==> config.mk <==
export PLATFORM = sky130hd
export DESIGN_NAME = ym3438_bus_master
export DESIGN_NICKNAME = d
export VERILOG_FILES = /design/src/rtl/ym3438_bus_master.sv
export SDC_FILE = /design/constraint.sdc
export NUM_CORES = 1
export LEC_CHECK = 0
export CORE_ASPECT_RATIO = 0.75
export CORE_MARGIN = 2
export CORE_UTILIZATION = 40
export DETAILED_ROUTE_END_ITERATION = 8
export GPL_ROUTABILITY_DRIVEN = 0
export SLEW_MARGIN = 15
export SYNTH_ARGS = -nofsm -noshare
export SYNTH_HDL_FRONTEND = slang
export SYNTH_SLANG_ARGS = --single-unit
==> constraint.sdc <==
create_clock -name MCLK -period 2.65 [get_ports MCLK]
set_input_delay 0.3975 -clock MCLK [delete_from_list [all_inputs] [get_ports MCLK]]
set_output_delay 0.3975 -clock MCLK [all_outputs]
set_load 0.02 [all_outputs]
==> src/rtl/ym3438_bus_master.sv <==
// ym3438_bus_master: turns one (port, register, value) write into the YM3438 CS/WR/RD pin sequence
module ym3438_bus_master #(
    parameter int SETUP_CYC  = 2,
    parameter int STROBE_CYC = 4,
    parameter int HOLD_CYC   = 2,
    parameter int ADDR_GAP   = 4,
    parameter int DATA_GAP   = 32,
    parameter int BUSY_POLL  = 1,
    parameter int POLL_MAX   = 64
) (
    input  logic       MCLK,
    input  logic       reset,
    input  logic       cmd_valid,
    output logic       cmd_ready,
    input  logic       cmd_port,
    input  logic [7:0] cmd_addr,
    input  logic [7:0] cmd_data,
    output logic       CS,
    output logic       WR,
    output logic       RD,
    output logic [1:0] ADDRESS,
    output logic [7:0] bus_data_o,
    output logic       bus_data_oe,
    input  logic [7:0] bus_data_i,
    output logic       done,
    output logic       timeout,
    output logic       active
);
    typedef enum logic [3:0] {
        IDLE, A_SETUP, A_STROBE, A_HOLD, A_GAP,
        D_SETUP, D_STROBE, D_HOLD, POLL, POLL_GAP, WAIT
    } state_t;

    state_t     state_q, state_d;
    logic [7:0] cnt_q, cnt_d, poll_q, poll_d;
    logic       port_q, port_d;
    logic [7:0] addr_q, addr_d, data_q, data_d;
    logic       accept, last, timeout_d, addr_ph, data_ph;
    logic       unused_status;

    assign unused_status = ^bus_data_i[6:0];
    assign accept        = state_q == IDLE && cmd_valid;
    assign last          = cnt_q == 8'd0;
    assign port_d        = accept ? cmd_port : port_q;
    assign addr_d        = accept ? cmd_addr : addr_q;
    assign data_d        = accept ? cmd_data : data_q;

    function automatic logic [7:0] dur(state_t s);
        case (s)
            A_SETUP, D_SETUP:         dur = 8'(SETUP_CYC - 1);
            A_STROBE, D_STROBE, POLL: dur = 8'(STROBE_CYC - 1);
            A_HOLD, D_HOLD:           dur = 8'(HOLD_CYC - 1);
            A_GAP:                    dur = 8'(ADDR_GAP - 1);
            WAIT:                     dur = 8'(DATA_GAP - 1);
            default:                  dur = 8'd0;
        endcase
    endfunction

    always_comb begin
        state_d   = state_q;
        cnt_d     = cnt_q - 8'd1;
        poll_d    = poll_q;
        timeout_d = 1'b0;
        case (state_q)
            IDLE:     state_d = cmd_valid ? A_SETUP : IDLE;
            A_SETUP:  state_d = last ? A_STROBE : A_SETUP;
            A_STROBE: state_d = last ? A_HOLD : A_STROBE;
            A_HOLD:   state_d = last ? A_GAP : A_HOLD;
            A_GAP:    state_d = last ? D_SETUP : A_GAP;
            D_SETUP:  state_d = last ? D_STROBE : D_SETUP;
            D_STROBE: state_d = last ? D_HOLD : D_STROBE;
            D_HOLD: begin
                state_d = !last ? D_HOLD : BUSY_POLL != 0 ? POLL : WAIT;
                poll_d  = 8'd0;
            end
            POLL: if (last) begin
                if (!bus_data_i[7]) begin
                    state_d = IDLE;
                end else if (poll_q == 8'(POLL_MAX - 1)) begin
                    state_d   = IDLE;
                    timeout_d = 1'b1;
                end else begin
                    state_d = POLL_GAP;
                    poll_d  = poll_q + 8'd1;
                end
            end
            POLL_GAP: state_d = POLL;
            WAIT:     state_d = last ? IDLE : WAIT;
            default:  state_d = IDLE;
        endcase
        if (state_d != state_q) cnt_d = dur(state_d);
    end

    // pins are registered from the next state so they change on the same edge as the state
    assign addr_ph = state_d inside {A_SETUP, A_STROBE, A_HOLD};
    assign data_ph = state_d inside {D_SETUP, D_STROBE, D_HOLD};

    always_ff @(posedge MCLK) begin
        if (reset) begin
            state_q     <= IDLE;
            cnt_q       <= 8'd0;
            poll_q      <= 8'd0;
            port_q      <= 1'b0;
            addr_q      <= 8'd0;
            data_q      <= 8'd0;
            CS          <= 1'b1;
            WR          <= 1'b1;
            RD          <= 1'b1;
            ADDRESS     <= 2'd0;
            bus_data_o  <= 8'd0;
            bus_data_oe <= 1'b0;
            done        <= 1'b0;
            timeout     <= 1'b0;
            active      <= 1'b0;
            cmd_ready   <= 1'b1;
        end else begin
            state_q     <= state_d;
            cnt_q       <= cnt_d;
            poll_q      <= poll_d;
            port_q      <= port_d;
            addr_q      <= addr_d;
            data_q      <= data_d;
            CS          <= !(addr_ph || data_ph || state_d == POLL);
            WR          <= !(state_d == A_STROBE || state_d == D_STROBE);
            RD          <= state_d != POLL;
            ADDRESS     <= addr_ph ? {port_d, 1'b0} : data_ph ? {port_d, 1'b1} : 2'd0;
            bus_data_o  <= addr_ph ? addr_d : data_ph ? data_d : 8'd0;
            bus_data_oe <= addr_ph || data_ph;
            done        <= state_q != IDLE && state_d == IDLE;
            timeout     <= timeout_d;
            active      <= state_d != IDLE;
            cmd_ready   <= state_d == IDLE;
        end
    end
endmodule

==> out/qor.txt, run 1 <==
Asr flop ratio synth: 0%
Top Family by Delay on Critical Path: simple AND/OR/NAND/NOR gates
Max VDD drop: 0.352 mV
PwrDens: 889 mW/mm^2
Via/cell ratio: 5.22
Mean Syn Cell Area: 8.71 um^2
Top_reg_cell synth: dfxtp_1
HPWL after DPL: 3.87 mm
Cell Area, Synth: 0.00245 mm^2
CTS tree: built
Adder-cell share of the synthesized area: 1.02%
R2r worst-path depth: 9
Top cell by count, worst path: buf_4
Xor/xnor share of the synthesized area: 2.50%
CP Cell Sequence: inv_1 > ha_1 > nor3b_1 > buf_4 > nand2_1 > buf_4 > a32oi_1 > or3_1 > a21oi_1
IO Pins: 46
Slowest stage delay, CP: 0.50 ns
Post-synthesis sequential area ratio: 45.0%
Status: complete, no violations
Die Span Y: 71.8 um
First-pass GRT wire length: 8.99 mm
Tmin final: 2.18 ns
PnR Total Power: 2.69 mW
Met1 usage: 27.6%
RSZ-0062 raised after global routing: no
Crit start category: flop
Setup_tns: 0 ns
First-pass DRT Iterations: 4
EDFF count, synth: 0
Core Footprint: 0.00586 mm^2
Flops & latches, synth: 55
Setup Buffers After CTS: 0
Hold/Removal Path Class: flop to flop
Area grow syn2layout: 23.7%
Global routing usage on met2: 21.3%
Slew HR: 63.8%
Pins over their slew limit: 0
Crit. End Element: flop
Yosys top cell by area: dfxtp_1
Clock Skew: 0.00421 ns
WHS: 0.488 ns
Final antenna-violating net count: 0
Largest net degree at the start of global routing: 20
Max-cap violations: 0
Post-synth top area share: 45.0%
Total CTS buffers: 5
Antenna fix cells: 0
Hold EP: addr_q[5]$_SDFF_PP0_
Synthesized Nets: 311
Worst r2r src: cnt_q[0]$_SDFF_PP0_
Hold_sp: addr_q[5]$_SDFF_PP0_
Final worst-path setup slack: 0.470 ns
Clock Latency Late Sink: 0.31 ns
Vias in the first global route: 1780
Netlist cell types: 49
Crit Path Max Fanout: 11
Clock buffer depth: 2
Fin nets: 348
Fmax achieved: 459 MHz
Hold Path Cell Cnt: 2
WP data required: 2.90 ns
RR Endpoint: cnt_q[3]$_SDFF_PP0_
CTS sink cnt: 55
P_leak: 1.13 nW
Die area: 0.00677 mm^2
Post-synthesis mux area share: 4.60%
Final hold vios: 0
Gr ovfl total: 0
Final setup viols: 0
Setup WS pre-CTS: 0.417 ns
Total wire length: 5.50 mm
CTS H-tree depth: 2
Synth area leaders: dfxtp_1, a21oi_1, nand3_1
Avg WL per Cell: 13.9 um
Synth Area in Compound Gates: 17.4%
Post-CTS resize count: 0
Via Count: 2066
Commonest non-fill, non-tap cell in the layout: dfxtp_1
Initial drt markers: 111
Starting Density: 41.8%
Post-synthesis cell count: 281
CTS clk-pin slew, worst paths: 0.09 ns
Die Width: 94.3 um
Gr usage total: 17.0%
Synth Area in Simple Gates: 24.8%
Num rows: 24
CTS root buffer: clkbuf_8
Crit path kind: flop to flop
DRC: 0
Initial antenna violation count: 0
Worst reg2reg setup slack: 0.47 ns
Warnings from Yosys: 0
Commonest cells after routing, fill and taps aside: dfxtp_1, clkdlybuf4s50_1, nor2_1
Crit path arrival time: 2.43 ns
CP Buf/Inv Count: 3
IO buf count: 38
Crit-path slowest cell: or3_1
Period Utilization, post-route: 82.3%
Worst-margin pin slew: 0.539 ns
Top Usage Layer GRT: met1
M3 GR Usage: 3.58%
Hold_buf cts: 0
Largest family of logic cells by synthesized area: simple AND/OR/NAND/NOR gates
Share of cells above drive strength 1: 9.12%
==> routing by layer <==
| metal | part of all wire [%] | up-vias |
|---|---|---|
| li1 | - | 1074 |
| met3 | 4.3 | 8 |
| met4 | 1.7 | 0 |
| met1 | 55 | 936 |
| met2 | 39 | 48 |
| met5 | 0 | - |
==> synthesized netlist by cell type, types with 2 or more instances <==
library cell  instances
o31ai_1               2
xnor2_1               7
clkbuf_1             14
o21ai_0              22
mux2i_1               9
and2_1                3
nand2b_1              4
a21oi_1              28
or2_2                 3
nor3b_1               4
nand4_1               2
nor4_1                3
or3_1                 7
a211oi_1              2
nor3_1               10
buf_2                 3
nand3_1              24
o211ai_1              2
and3_1                2
buf_6                 2
nor2_1               29
nor2b_1               2
inv_1                 6
or4_1                 2
ha_1                  2
nand2_1              10
dfxtp_1              55
==> layout make-up <==
type,instances,area (um^2)
clock inverters,2,37.5
flip-flops and latches,55,1100
well taps,78,97.6
multi-input cells,200,1230
repair buffers,50,470
inverters,6,22.5
clock buffers,5,68.8
fillers,580,2830
==> stage by stage <==
| stage | utilization [%] | std cells | cell area (um^2) |
|---|---|---|---|
| finish | 51.7 | 396 | 3030 |
| detailed placement | 49.9 | 389 | 2920 |
| global route | 51.7 | 396 | 3030 |
| global placement | 49.9 | 389 | 2920 |
| floorplan | - | 281 | 2450 |
| CTS | 51.7 | 396 | 3030 |
==> worst max path at each step <==
stage,from,endpoint,slack [ns],cells after the start
global route,cnt_q[0]$_SDFF_PP0_,cnt_q[4]$_SDFF_PP0_,0.28,9
global placement,cmd_valid,cnt_q[3]$_SDFF_PP0_,0.44,6
finish,cnt_q[0]$_SDFF_PP0_,cnt_q[3]$_SDFF_PP0_,0.47,9
CTS,cnt_q[7]$_SDFF_PP0_,poll_q[6]$_SDFFE_PP0P_,0.49,5
floorplan,cnt_q[0]$_SDFF_PP0_,cnt_q[3]$_SDFF_PP0_,0.64,10
detailed placement,cmd_valid,cnt_q[3]$_SDFF_PP0_,0.42,6
==> where the power goes <==
part / internal [mW] / leakage (nW) / switching (mW)
Combinational: 0.460 / 0.628 / 0.598
Sequential: 0.979 / 0.450 / 0.116
Clock: 0.276 / 0.0502 / 0.264
==> state kept, by name, summed over array words and instances (netlist names) <==
name / flops
addr_q: 8
bus_data_o: 8
cnt_q: 8
data_q: 8
poll_q: 8
state_q: 4
ADDRESS: 2
CS: 1
RD: 1
WR: 1
active: 1
bus_data_oe: 1
cmd_ready: 1
done: 1
port_q: 1
timeout: 1
==> cells by family after synthesis <==
family	Yosys count
AO/OA/AOI/OAI	70
adder cells (fa/ha/maj)	2
AND/OR/NAND/NOR	111
XOR/XNOR	7
flip-flops	55
buffers and inverters	26
multiplexers	10
==> worst min-delay path: cells and delay by family, from the launching register on <==
| kind | cells | cell delay, ns |
|---|---|---|
| AO/OA/AOI/OAI | 2 | 0.14 |
| flip-flops | 1 | 0.31 |
(Power assumes the default switching activity.)
==> inputs of run 2 (changes only) <==
--- a/config.mk
+++ b/config.mk
@@ -10,6 +10,7 @@
 export CORE_UTILIZATION = 40
 export DETAILED_ROUTE_END_ITERATION = 8
 export GPL_ROUTABILITY_DRIVEN = 0
+export PLACE_DENSITY = 0.66
 export SLEW_MARGIN = 15
 export SYNTH_ARGS = -nofsm -noshare
 export SYNTH_HDL_FRONTEND = slang
==> constraint.sdc (replaced) <==
create_clock -name MCLK -period 1.9 [get_ports MCLK]
set_input_delay 0.285 -clock MCLK [delete_from_list [all_inputs] [get_ports MCLK]]
set_output_delay 0.285 -clock MCLK [all_outputs]
set_load 0.02 [all_outputs]
==> out/qor.txt, run 2 (synthesis gave the netlist of run 1 again) <==
Status: complete, no violations
P_leak: 1.38 nW
WP data required: 2.10 ns
Placed cell count: 424
Area grow syn2layout: 46.2%
CTS root buffer: clkbuf_8
Final Core Density: 61.2%
First-pass GRT wire length: 10.2 mm
Final hold vios: 0
Hold/Removal Path Class: flop to flop
Max-cap violations: 0
PnR Total Power: 4.25 mW
Avg WL per Cell: 14.5 um
Max VDD drop: 0.518 mV
Initial drt markers: 183
Pins over their slew limit: 0
Die Width: 94.3 um
Vias in the first global route: 2117
Crit start category: flop
IO buf count: 38
IO Pins: 46
Num rows: 24
Tmin final: 1.86 ns
Period Utilization, post-route: 97.8%
Filler cells: 528
RSZ-0062 raised after global routing: yes
Gr ovfl total: 0
Final setup viols: 0
Worst-margin pin slew: 0.398 ns
Crit path arrival time: 2.06 ns
DRC: 0
Clock buffer depth: 2
Clock Latency Late Sink: 0.31 ns
CTS tree: built
Final antenna-violating net count: 0
Hold Path Cell Cnt: 2
Initial antenna violation count: 0
Layout Cells excl Fill: 444
CTS clk-pin slew, worst paths: 0.10 ns
Starting Density: 41.8%
CTS H-tree depth: 2
WHS: 0.487 ns
Commonest cells after routing, fill and taps aside: buf_4, dfxtp_1, clkdlybuf4s50_1
Total wire length: 6.42 mm
Crit. End Element: flop
PwrDens: 1190 mW/mm^2
Dpl cell area: 0.00322 mm^2
Crit path kind: flop to flop
Setup_tns: 0 ns
Via Count: 2337
Hold_buf cts: 0
CTS sink cnt: 55
Clock Skew: 0.00930 ns
Fmax achieved: 538 MHz
Commonest non-fill, non-tap cell in the layout: buf_4
Die area: 0.00677 mm^2
Antenna fix cells: 0
Die Span Y: 71.8 um
Core Footprint: 0.00586 mm^2
Gr usage total: 19.2%
HPWL after DPL: 4.32 mm
Largest net degree at the start of global routing: 27
Slew HR: 73.3%
Fin nets: 395
Setup WS pre-CTS: -0.125 ns
Final worst-path setup slack: 0.0417 ns
Fin area: 0.00358 mm^2
Share of cells above drive strength 1: 30.1%
R2r worst-path depth: 9
Via/cell ratio: 5.26
Crit Path Max Fanout: 6
First-pass DRT Iterations: 4
Total CTS buffers: 5
[run 2: cell count changes in the layout (fill, tap and decap cells not counted), moves of 3 or more]
cell | before | now
buf_4 | 12 | 52
nor3_2 | 1 | 4
or3_1 | 7 | 4
nor3_1 | 10 | 7
dfxtp_2 | 0 | 4
or3_4 | 0 | 3
dfxtp_1 | 55 | 50
[run 2: worst max-delay path: stages (launching register included)]
cell and delay (ns):
dfxtp_2 0.34, inv_2 0.06, ha_4 0.13, nor3b_4 0.20, buf_6 0.14, and3_4 0.19
mux2i_4 0.26, buf_12 0.16, mux2i_1 0.20, nor2_1 0.06
[run 2: report_power, final]
group | internal [mW] | total, mW | switching [mW]
clock | 0.261 | 0.650 | 0.389
combinational | 1.04 | 2.09 | 1.04
sequential | 1.37 | 1.51 | 0.143
[run 2: per-layer routing]
metal / global-route usage (%) / vias to the layer above / share of wire, %
met5: 0 / - / 0
met4: 6.76 / 0 / 0.97
met3: 3.58 / 4 / 5.5
met2: 29.3 / 66 / 46
met1: 27.4 / 1096 / 47
li1: - / 1171 / -
[run 2: final cells by class]
class / instances / area (um^2) / area share [%]
multi-input cells: 201 / 1420 / 39.7
flip-flops and latches: 55 / 1110 / 31.0
repair buffers: 96 / 843 / 23.5
well taps: 78 / 97.6 / 2.73
clock buffers: 5 / 68.8 / 1.92
inverters: 6 / 22.5 / 0.629
clock inverters: 3 / 18.8 / 0.524
[run 2: final timing paths]
path	from	slack, ns	endpoint
hold / removal	addr_q[0]$_SDFF_PP0_	0.49	addr_q[0]$_SDFF_PP0_
hold reg to reg	addr_q[0]$_SDFF_PP0_	0.49	addr_q[0]$_SDFF_PP0_
setup / recovery	cnt_q[1]$_SDFF_PP0_	0.04	bus_data_o[4]$_SDFF_PP0_
setup reg to reg	cnt_q[1]$_SDFF_PP0_	0.04	bus_data_o[4]$_SDFF_PP0_
[run 2: repair_timing]
item,in CTS,in global routing
pin swaps,4,6
setup endpoints to repair,24,31
cloned,2,0
gates resized for setup,24,22
setup buffers,3,7
